<file path="config.mk">
export PLATFORM = sky130hd
export DESIGN_NAME = serial_subtractor_flat
export DESIGN_NICKNAME = d
export VERILOG_FILES = /design/src/rtl/serial_subtractor_if.sv /design/src/rtl/serial_subtractor.sv /design/src/flat_wrapper.sv
export SDC_FILE = /design/constraint.sdc
export NUM_CORES = 1
export LEC_CHECK = 0
export ABC_AREA = 1
export CORE_ASPECT_RATIO = 0.6
export CORE_MARGIN = 5
export CORE_UTILIZATION = 55
export CTS_CLUSTER_DIAMETER = 40
export DETAILED_ROUTE_END_ITERATION = 8
export GPL_TIMING_DRIVEN = 1
export HOLD_SLACK_MARGIN = 0.02
export PLACE_DENSITY_LB_ADDON = 0.3
export RECOVER_POWER = 100
export SLEW_MARGIN = 20
export SYNTH_ARGS = -nofsm -noshare
export SYNTH_HDL_FRONTEND = slang
export SYNTH_SLANG_ARGS = --single-unit
</file>
<file path="constraint.sdc">
create_clock -name clk -period 2.71 [get_ports clk]
set_input_delay 0.542 -clock clk [delete_from_list [all_inputs] [get_ports clk]]
set_output_delay 0.542 -clock clk [all_outputs]
set_load 0.05 [all_outputs]
</file>
<file path="src/rtl/serial_subtractor_if.sv">
// Operand/result handshake bundle for serial_subtractor.
// master = producer/consumer side, slave = the subtractor itself.
interface serial_subtractor_if #(
  parameter int WIDTH = 8
);
  logic             in_valid;
  logic             in_ready;
  logic [WIDTH-1:0] a;
  logic [WIDTH-1:0] b;
  logic             borrow_in;
  logic             out_valid;
  logic             out_ready;
  logic [WIDTH-1:0] diff;
  logic             borrow_out;

  modport master (
    output in_valid, a, b, borrow_in, out_ready,
    input  in_ready, out_valid, diff, borrow_out
  );

  modport slave (
    input  in_valid, a, b, borrow_in, out_ready,
    output in_ready, out_valid, diff, borrow_out
  );
endinterface

</file>
<file path="src/rtl/serial_subtractor.sv">
// Multi-cycle a - b - borrow_in, CHUNK bits per clock, LSB first, valid/ready on both sides.
// Optional macro SERIAL_SUB_SATURATE_EN clamps a negative result to zero.
module serial_subtractor #(
  parameter int WIDTH = 8,
  parameter int CHUNK = 2
) (
  input  logic               clk,
  input  logic               rst_n,
  serial_subtractor_if.slave bus
);

  localparam int CHUNK_SAFE = (CHUNK < 1) ? 1 : CHUNK;
  localparam int NCHUNK     = WIDTH / CHUNK_SAFE;
  localparam int CW         = (NCHUNK > 1) ? $clog2(NCHUNK) : 1;

  if ((CHUNK < 1) || (CHUNK > WIDTH) || ((WIDTH % CHUNK_SAFE) != 0)) begin : g_bad_params
    $error("serial_subtractor: WIDTH must be a non-zero multiple of CHUNK");
  end

  typedef enum logic [1:0] {
    S_IDLE,
    S_RUN,
    S_DONE
  } state_e;

  state_e           state_q, state_d;
  logic [WIDTH-1:0] a_q, a_d;
  logic [WIDTH-1:0] b_q, b_d;
  logic             brw_q, brw_d;
  logic [CW-1:0]    cnt_q, cnt_d;
  logic [WIDTH-1:0] diff_q, diff_d;
  logic             bo_q, bo_d;
  logic [CHUNK:0]   sub_w;

  // Operands are shifted right each RUN cycle, so the active chunk is always the low slice.
  always_comb begin
    // NOTE: every variable gets its default first so no path leaves one unassigned (no latch).
    state_d = state_q;
    a_d     = a_q;
    b_d     = b_q;
    brw_d   = brw_q;
    cnt_d   = cnt_q;
    diff_d  = diff_q;
    bo_d    = bo_q;
    sub_w   = {1'b0, a_q[CHUNK-1:0]} - {1'b0, b_q[CHUNK-1:0]} - (CHUNK+1)'(brw_q);

    unique case (state_q)
      S_IDLE: begin
        if (bus.in_valid) begin
          a_d     = bus.a;
          b_d     = bus.b;
          brw_d   = bus.borrow_in;
          cnt_d   = '0;
          state_d = S_RUN;
        end
      end
      S_RUN: begin
        diff_d[int'(cnt_q)*CHUNK +: CHUNK] = sub_w[CHUNK-1:0];
        a_d   = a_q >> CHUNK;
        b_d   = b_q >> CHUNK;
        brw_d = sub_w[CHUNK];
        cnt_d = cnt_q + CW'(1);
        if (cnt_q == CW'(NCHUNK - 1)) begin
          bo_d    = sub_w[CHUNK];
          state_d = S_DONE;
`ifdef SERIAL_SUB_SATURATE_EN
          if (sub_w[CHUNK]) diff_d = '0;
`endif
        end
      end
      S_DONE: begin
        if (bus.out_ready) state_d = S_IDLE;
      end
      default: state_d = S_IDLE;
    endcase
  end

  // NOTE: the whole datapath is reset, since an aborted operation must leave diff/borrow_out at zero.
  always_ff @(posedge clk or negedge rst_n) begin
    if (!rst_n) begin
      state_q <= S_IDLE;
      a_q     <= '0;
      b_q     <= '0;
      brw_q   <= 1'b0;
      cnt_q   <= '0;
      diff_q  <= '0;
      bo_q    <= 1'b0;
    end else begin
      // NOTE: non-blocking assignments so every register samples pre-edge values.
      state_q <= state_d;
      a_q     <= a_d;
      b_q     <= b_d;
      brw_q   <= brw_d;
      cnt_q   <= cnt_d;
      diff_q  <= diff_d;
      bo_q    <= bo_d;
    end
  end

  assign bus.in_ready   = (state_q == S_IDLE);
  assign bus.out_valid  = (state_q == S_DONE);
  assign bus.diff       = diff_q;
  assign bus.borrow_out = bo_q;

endmodule

</file>
<file path="src/flat_wrapper.sv">
// flat-port wrapper written by rule: the top's interface ports become plain ports
module serial_subtractor_flat 
#(
  parameter int WIDTH = 8,
  parameter int CHUNK = 2
)
  (clk, rst_n, bus_in_valid, bus_a, bus_b, bus_borrow_in, bus_out_ready, bus_in_ready, bus_out_valid, bus_diff, bus_borrow_out);
  serial_subtractor_if #(.WIDTH(WIDTH)) bus_i ();
  input  logic clk;
  input  logic rst_n;
  input wire logic [$bits(bus_i.in_valid)-1:0] bus_in_valid;
  input wire logic [$bits(bus_i.a)-1:0] bus_a;
  input wire logic [$bits(bus_i.b)-1:0] bus_b;
  input wire logic [$bits(bus_i.borrow_in)-1:0] bus_borrow_in;
  input wire logic [$bits(bus_i.out_ready)-1:0] bus_out_ready;
  output wire logic [$bits(bus_i.in_ready)-1:0] bus_in_ready;
  output wire logic [$bits(bus_i.out_valid)-1:0] bus_out_valid;
  output wire logic [$bits(bus_i.diff)-1:0] bus_diff;
  output wire logic [$bits(bus_i.borrow_out)-1:0] bus_borrow_out;
  assign bus_i.in_valid = bus_in_valid;
  assign bus_i.a = bus_a;
  assign bus_i.b = bus_b;
  assign bus_i.borrow_in = bus_borrow_in;
  assign bus_i.out_ready = bus_out_ready;
  assign bus_in_ready = bus_i.in_ready;
  assign bus_out_valid = bus_i.out_valid;
  assign bus_diff = bus_i.diff;
  assign bus_borrow_out = bus_i.borrow_out;
  serial_subtractor #(.WIDTH(WIDTH), .CHUNK(CHUNK)) u_core (.clk(clk), .rst_n(rst_n), .bus(bus_i));
endmodule
</file>
## Word-level counts from Yosys, hierarchy flattened

Index checks and enable logic that the tools add are counted.

| storage, ports and cells | value |
|---|---|
| logic and storage cells | 37 |
| input port bits | 21 |
| output and inout port bits | 11 |
| flip-flop bits (word level) | 30 |

| operators by class | value |
|---|---|
| add/sub/neg operators | 4 |
| reduce and logical (&&, ||, !) cells | 5 |
| multiplexer cells | 13 |
| equality and inequality tests | 6 |
| shifts and indexed selects | 2 |

Operators with widths:

| cell | count |
|---|---|
| negation 3 -> 33 bit | 1 |
| variable shift 2 x 33 -> 8 bit, first input constant | 1 |
| variable part select 2 x 33 -> 8 bit | 1 |
| case mux 8 bit (2 select lines) | 2 |
| 2-to-1 mux 8 bit | 2 |
| bitwise mux 8 bit | 1 |
| 2-to-1 mux 2 bit | 4 |
| case mux 2 bit (3 select lines) | 1 |
| equality test 2 bit, second input constant | 2 |
| inequality test 2 bit, second input constant | 2 |
| case mux 2 bit (2 select lines) | 1 |
| AND reduction 2 bit | 2 |
| AND reduction 3 bit | 1 |
| subtractor 2 x 2 -> 3 bit | 1 |
| subtractor 3 x 1 -> 3 bit | 1 |
| adder 2 x 1 -> 2 bit, second input constant | 1 |
| equality test 2 x 1 -> 1 bit, second input constant | 1 |
| logical NOT 2 bit | 1 |
| inequality test 2 x 1 -> 1 bit, second input constant | 1 |
| case mux 1 bit (2 select lines) | 1 |
| nonzero test 2 bit | 1 |
| 2-to-1 mux 1 bit | 1 |

## Depth between registers and ports, before layout

Gate-level depths: netlist of the first run.

| depth | value |
|---|---|
| depth in word-level cells | 4 |
| depth in mapped cells | 7 |
| mapped depth without buffers | 7 |

## Least setup slack after synthesis of the first run

No wires, ideal clock.

| timing path | value |
|---|---|
| path kind | flip-flop to output port |
| from | reg u_core.state_q[0] |
| to | out bus_out_valid |
| data required time | 2168 ps |
| buffers on the path | 2 |
| arrival | 1357 ps |
| stages on the path, launching flop included | 4 |
| path slack | 811 ps |
| cell sequence | dfrtp_1 buf_4 clkbuf_1 nor2_1 |

| on the way | value |
|---|---|
| longest elaborated chain between the ends | 1 |

RTL lines:

| element | line | text |
|---|---|---|
| start, declared | serial_subtractor.sv:26 | `state_e state_q, state_d;` |
| start signal, assigned | serial_subtractor.sv:90 | `state_q <= state_d;` |
| equality test 2 bit | serial_subtractor.sv:101 | `assign bus.out_valid = (state_q == S_DONE);` |
| end, declared | flat_wrapper.sv:17 | `output wire logic [$bits(bus_i.out_valid)-1:0] bus_out_valid;` |

Every way passes these cells.

## Worst setup path after layout of the first run

| timing path | value |
|---|---|
| from | reg u_core.state_q[1] |
| to | out bus_out_valid |

The elaborated chain is that of the path after synthesis.

==> results.cfg, run 1 <==
[synth]
yosysSeqAreaShare = 0.463
netlist_area_um2 = 1620
synth_cells = 208
synth_cell_types = 20
yosysTopAreaCell = dfrtp_1
synth.area.top_cells = dfrtp_1 46%, nand3_1 15%, nand2_1 13%, inv_1 7.6%, ha_1 4.6%
synth-simple-area-share = 0.321
ys_seq_elements = 30
yosysWarnings = 0
synth_compound_area_frac = 0.0293
synth_top_family_by_area = simple AND/OR/NAND/NOR gates
synth_adder_area_share = 0.0710
syn_avg_cell_area_um2 = 7.79
muxShareOfSynthArea = 0
synth_nets = 237
synthXorXnorAreaFrac = 0
synth_top_area_share = 0.463

[power]
p_seq_frac = 0.307
p_int_w = 0.00128
pwr-share-comb = 0.563
leakage_nw = 1.09
vdd_drop_max_v = 0.000573
power_density_nw_per_um2 = 1240
power.switching_w = 0.00122
clkPwrFrac = 0.130
sw_frac_of_total = 0.488

[detailed_routing]
drtIter0Drc = 101
first_pass_iters = 4
via_per_inst = 5.03
wl_per_cell_um = 12.5
wl_um = 3550
drc = 0
vias = 1428
postRouteAntennaNets = 0

[floorplan]
die_area_um2 = 4170
rows = 15
fp.dieW_um = 80.1
io_pins = 32
start_util = 0.568
die_height_um = 52.0
core_area_um2 = 2850

[timing]
slew_headroom = -0.0580
fin_hold_ws_ns = 0.472
rsz0062_at_grt = no
max_freq_ghz = 0.425
fin_crit_sh = 0.869
fin_crit_ns = 2.36
setup_violations = 0
skew_ns = 0.00267
finalHoldViolCount = 0
finalSetupTns_ns = 0
slew_viol_final = 31
tightest_slew_ns = 1.59

[clocking]
cts_setup_buffers = 0
htree_levels = 2
clock_path_buffers = 2
path_clk_slew_ns = 0.06
cts.sinks = 30
clk_latency_ns = 0.28
root_buffer = clkbuf_8
cts_buffers = 5
cts_hold_buf = 0
cts_resized = 0
cts_tree = built

[setup_path]
r2r_slack_ns = 0.53
cp.required_ns = 2.17
critPathCaptureType = primary output
r2r-end = u_core.bus.borrow_out
critPathCapture = bus_out_valid
startpoint_type = register
ff2ff_path_depth = 5
crit_arrival_ns = 1.81
critical_path.max_fanout = 18
r2r-start = u_core.state_q[0]
crit_path_start = u_core.state_q[1]
criticalPathCategory = register to primary output

[final_layout]
multi_input_area_um2 = 681
syn_to_final_growth_pct = 24.6
nets = 271
layout-drive-gt1-share = 0.0413
fillers = 237
layout.area.seq_um2 = 751
n_antenna_cell = 0
final_cells = 284

[placed_design]
dp_cells = 277
port_buffers = 31
gp_congestion = 0.792
hpwl_um = 2500

[grt]
grt.overflow.total = 0
grt_start_max_net_pins = 31
grt_pass1_wl_um = 6220
grt_antenna_before_repair = 0
grt_pass1_vias = 1355
grt_usage = 0.200

[job]
drv_cap = 1

[worst_hold_path]
hold_path_class = register to register

[status]
status = finished with violations
violations = capacitance limit, slew limit
[cells in the final DEF (no fill, tap or decap), types with 2 or more instances in the layout]
master           instances
nand2_2                  2
clkdlybuf4s50_1         18
dlygate4sd3_1           12
ha_1                     6
clkbuf_1                 6
buf_4                    2
nor3_1                   2
o21ai_0                  7
dfrtp_1                 30
inv_1                   33
clkbuf_8                 5
nand3_1                 48
fa_1                     2
nor2_1                   7
nand4_1                  3
nand2_1                 56
[synth_stat cells]
| master | instances |
|---|---|
| nand2_1 | 56 |
| nand3_1 | 48 |
| inv_1 | 33 |
| dfrtp_1 | 30 |
| ha_1 | 6 |
| nor2_1 | 6 |
| o21ai_0 | 6 |
| buf_4 | 4 |
| nand4_1 | 3 |
| buf_2 | 2 |
| fa_1 | 2 |
| nand2_2 | 2 |
| nor3_1 | 2 |
| o21ai_1 | 2 |
| buf_1 | 1 |
| buf_6 | 1 |
| clkbuf_1 | 1 |
| inv_2 | 1 |
| nor2_2 | 1 |
| o31ai_1 | 1 |
[cell families after synthesis]
family | Yosys count
and+or+nand+nor | 118
buffers and inverters | 43
DFF | 30
AOI/OAI and AO/OA | 9
adders and majority gates | 8
[sequential cells by signal, indices dropped and copies added (netlist names)]
name                   cells
u_core.b_q                 8
u_core.state_q             2
u_core.bus.diff            8
u_core.bus.borrow_out      1
u_core.cnt_q               2
u_core.brw_q               1
u_core.a_q                 8
[worst max-delay path, stage by stage, from the launching register on]
cell	delay (ns)
dfrtp_1	0.37
inv_2	0.16
nor2_1	0.13
dlygate4sd3_1	0.88
[worst min path at each step]
stage	startpoint	end	slack, ns	depth (start not counted)
final	u_core.bus.diff[1]	u_core.bus.diff[1]	0.47	2
after global placement	u_core.bus.diff[7]	u_core.bus.diff[7]	0.46	2
after CTS	u_core.bus.diff[0]	u_core.bus.diff[0]	0.48	2
after floorplan	rst_n	u_core.a_q[0]	0.25	0
after global routing	u_core.bus.diff[3]	u_core.bus.diff[3]	0.51	2
after detailed placement	u_core.bus.diff[0]	u_core.bus.diff[0]	0.47	2
[stage by stage]
stage | total power (W) | area, µm² | util | worst slack, ns
after floorplan | 0.00185 | 1620 | - | 0.811
after detailed placement | 0.00221 | 1960 | 0.687 | 0.692
final | 0.00250 | 2020 | 0.707 | 0.355
after global routing | 0.00274 | 2020 | 0.707 | 0.247
after global placement | 0.00219 | 1960 | 0.687 | 0.724
after CTS | 0.00255 | 2040 | 0.714 | 0.384
[metal layers]
layer	part of all wire	global-route usage
met5	0	0
met4	0.0054	0.0506
met1	0.48	0.282
met2	0.43	0.290
met3	0.084	0.0727
[power by group through the flow]
stage / Sequential, W / Clock, W / Combinational [W]
after floorplan: 0.000948 / 0 / 0.000901
final: 0.000770 / 0.000325 / 0.00141
after detailed placement: 0.000776 / 0 / 0.00144
after global routing: 0.000799 / 0.000351 / 0.00159
after CTS: 0.000771 / 0.000329 / 0.00145
after global placement: 0.000773 / 0 / 0.00141
[final cells by class]
| class | count | area share |
|---|---|---|
| repair buffers | 36 | 0.164 |
| flip-flops and latches | 30 | 0.372 |
| inverters | 34 | 0.0632 |
| clock buffers | 7 | 0.0378 |
| well taps | 42 | 0.0260 |
| multi-input cells | 135 | 0.337 |
No activity file was read; power rests on OpenSTA's default activity.
==> inputs of run 2 (changes only) <==
--- a/config.mk
+++ b/config.mk
@@ -7,7 +7,7 @@
 export LEC_CHECK = 0
 export ABC_AREA = 1
 export CORE_ASPECT_RATIO = 0.6
-export CORE_MARGIN = 5
+export CORE_MARGIN = 1
 export CORE_UTILIZATION = 55
 export CTS_CLUSTER_DIAMETER = 40
 export DETAILED_ROUTE_END_ITERATION = 8
==> run 2 against run 1 <==
Effect of this change:
- the flow still finishes with violations (capacitance limit, slew limit)
- first-iteration DRC count up 55%
- global-route usage up 9.4 points
- flip-flop and latch count unchanged
- design area up 2.2%
- die area shrank 24%
- critical path depth shrank 1
- non-clock buffer count is 1 higher
- routed wire length increased by 9.1%
- combinational power barely moved
- hold slack hardly changed
==> results.cfg, run 2 (synthesized netlist as in run 1, its figures left out) <==
[grt]
grt_antenna_before_repair = 0
grt.overflow.total = 0
grt_start_max_net_pins = 31
grt_pass1_wl_um = 6620
grt_pass1_vias = 1423
grt_usage = 0.294

[timing]
slew_viol_final = 31
max_freq_ghz = 0.411
setup_violations = 0
tightest_slew_ns = 1.59
rsz0062_at_grt = no
slew_headroom = -0.0580
finalHoldViolCount = 0
fin_crit_ns = 2.43
finalSetupTns_ns = 0
skew_ns = 0.00428
fin_crit_sh = 0.898
worst_slack_ns = 0.276
fin_hold_ws_ns = 0.473

[placed_design]
pre_cts_slack_ns = 0.673
gp_congestion = 0.823
hpwl_um = 2620
port_buffers = 31

[detailed_routing]
vias = 1486
postRouteAntennaNets = 0
first_pass_iters = 5
drtIter0Drc = 157
drc = 0
wl_per_cell_um = 13.6
via_per_inst = 5.23
wl_um = 3870

[power]
power.switching_w = 0.00128
power_density_nw_per_um2 = 1280
leakage_nw = 1.12
pwr-share-comb = 0.535
vdd_drop_max_v = 0.000701
sw_frac_of_total = 0.482
p_seq_frac = 0.303
clkPwrFrac = 0.161
p_int_w = 0.00137

[setup_path]
r2r-end = u_core.a_q[5]
crit_path_start = u_core.state_q[0]
crit_path_top_delay_cell = dlygate4sd3_1
critical_path.max_fanout = 11
critPathCaptureType = primary output
path_buf_inv = 1
r2r_slack_ns = 0.45
cp.required_ns = 2.17
criticalPathCategory = register to primary output
crit_chain = nor2_1, dlygate4sd3_1
crit_arrival_ns = 1.89
slowest_delay_ns = 0.89
startpoint_type = register
r2r-start = u_core.state_q[0]
crit_family = buffers and inverters
ff2ff_path_depth = 6

[worst_hold_path]
whs_endpoint = u_core.bus.diff[7]
worst_hold_path.num_cells = 2
hold_path_class = register to register
hp-start = u_core.bus.diff[7]

[floorplan]
rows = 14
die_area_um2 = 3170
die_height_um = 44.0
io_pins = 32
core_area_um2 = 2650
fp.dieW_um = 72.1
start_util = 0.613

[clocking]
cts_buffers = 5
cts.sinks = 30
cts_setup_buffers = 0
cts_resized = 0
path_clk_slew_ns = 0.06
clock_path_buffers = 2
htree_levels = 2
clk_latency_ns = 0.29
cts_hold_buf = 0
root_buffer = clkbuf_8
cts_tree = built

[final_layout]
layout.area.seq_um2 = 751
layout_common_cells = 56 x nand2_1, 48 x nand3_1, 33 x inv_1
fillers = 207
layout-drive-gt1-share = 0.0574
multi_input_area_um2 = 681
layout_commonest_cell = nand2_1
syn_to_final_growth_pct = 27.3
nets = 272
n_antenna_cell = 0

[status]
status = finished with violations
violations = capacitance limit, slew limit

[job]
drv_cap = 1
[run 2: cell types whose count changed in the layout (fill, tap and decap cells not counted)]
cell | before | now
clkdlybuf4s50_1 | 18 | 19
clkbuf_8 | 5 | 8
buf_4 | 2 | 3
clkbuf_1 | 6 | 3
[run 2: layer usage]
metal	up-vias	global-route usage	wire length (µm)
met5	-	0	0
met4	0	0.114	68
met3	6	0.114	309
li1	726	-	-
met2	71	0.422	1730
met1	683	0.408	1770
[run 2: final cells by class]
class | instances | share of cell area
multi-input cells | 135 | 0.330
clock buffers | 8 | 0.0534
inverters | 34 | 0.0619
flip-flops and latches | 30 | 0.364
repair buffers | 37 | 0.167
well taps | 40 | 0.0243
[run 2: through the flow]
| step | utilization | instance area (µm²) | power, W | instances |
|---|---|---|---|---|
| 2_1_floorplan | - | 1620 | 0.00185 | 208 |
| 3_3_place_gp | 0.744 | 1970 | 0.00218 | 276 |
| 3_5_place_dp | 0.744 | 1970 | 0.00224 | 276 |
| 4_1_cts | 0.785 | 2080 | 0.00269 | 284 |
| 5_1_grt | 0.780 | 2060 | 0.00286 | 284 |
| 6_report | 0.780 | 2060 | 0.00265 | 284 |
[run 2: worst max-delay path by stage]
stage / cells after the start / end / slack (ns)
after floorplan: 3 / bus_out_valid / 0.81
after global placement: 2 / bus_in_ready / 0.68
after detailed placement: 2 / bus_out_valid / 0.67
after CTS: 2 / bus_in_ready / 0.33
after global routing: 2 / bus_out_valid / 0.18
final: 2 / bus_out_valid / 0.28
[run 2: power groups by stage]
| stage | Combinational [W] | Clock (W) | Sequential (W) |
|---|---|---|---|
| after global placement | 0.00139 | 0 | 0.000794 |
| final | 0.00142 | 0.000428 | 0.000804 |
| after CTS | 0.00146 | 0.000431 | 0.000803 |
| after floorplan | 0.000901 | 0 | 0.000948 |
| after detailed placement | 0.00143 | 0 | 0.000804 |
| after global routing | 0.00157 | 0.000453 | 0.000830 |
[run 2: worst reg2reg max path: stages (launching register included)]
cell	delay, ns
dfrtp_1	0.52
clkbuf_1	0.27
nand2_2	0.12
clkbuf_1	0.87
nand2_1	0.15
nand3_1	0.14
nand2_1	0.08
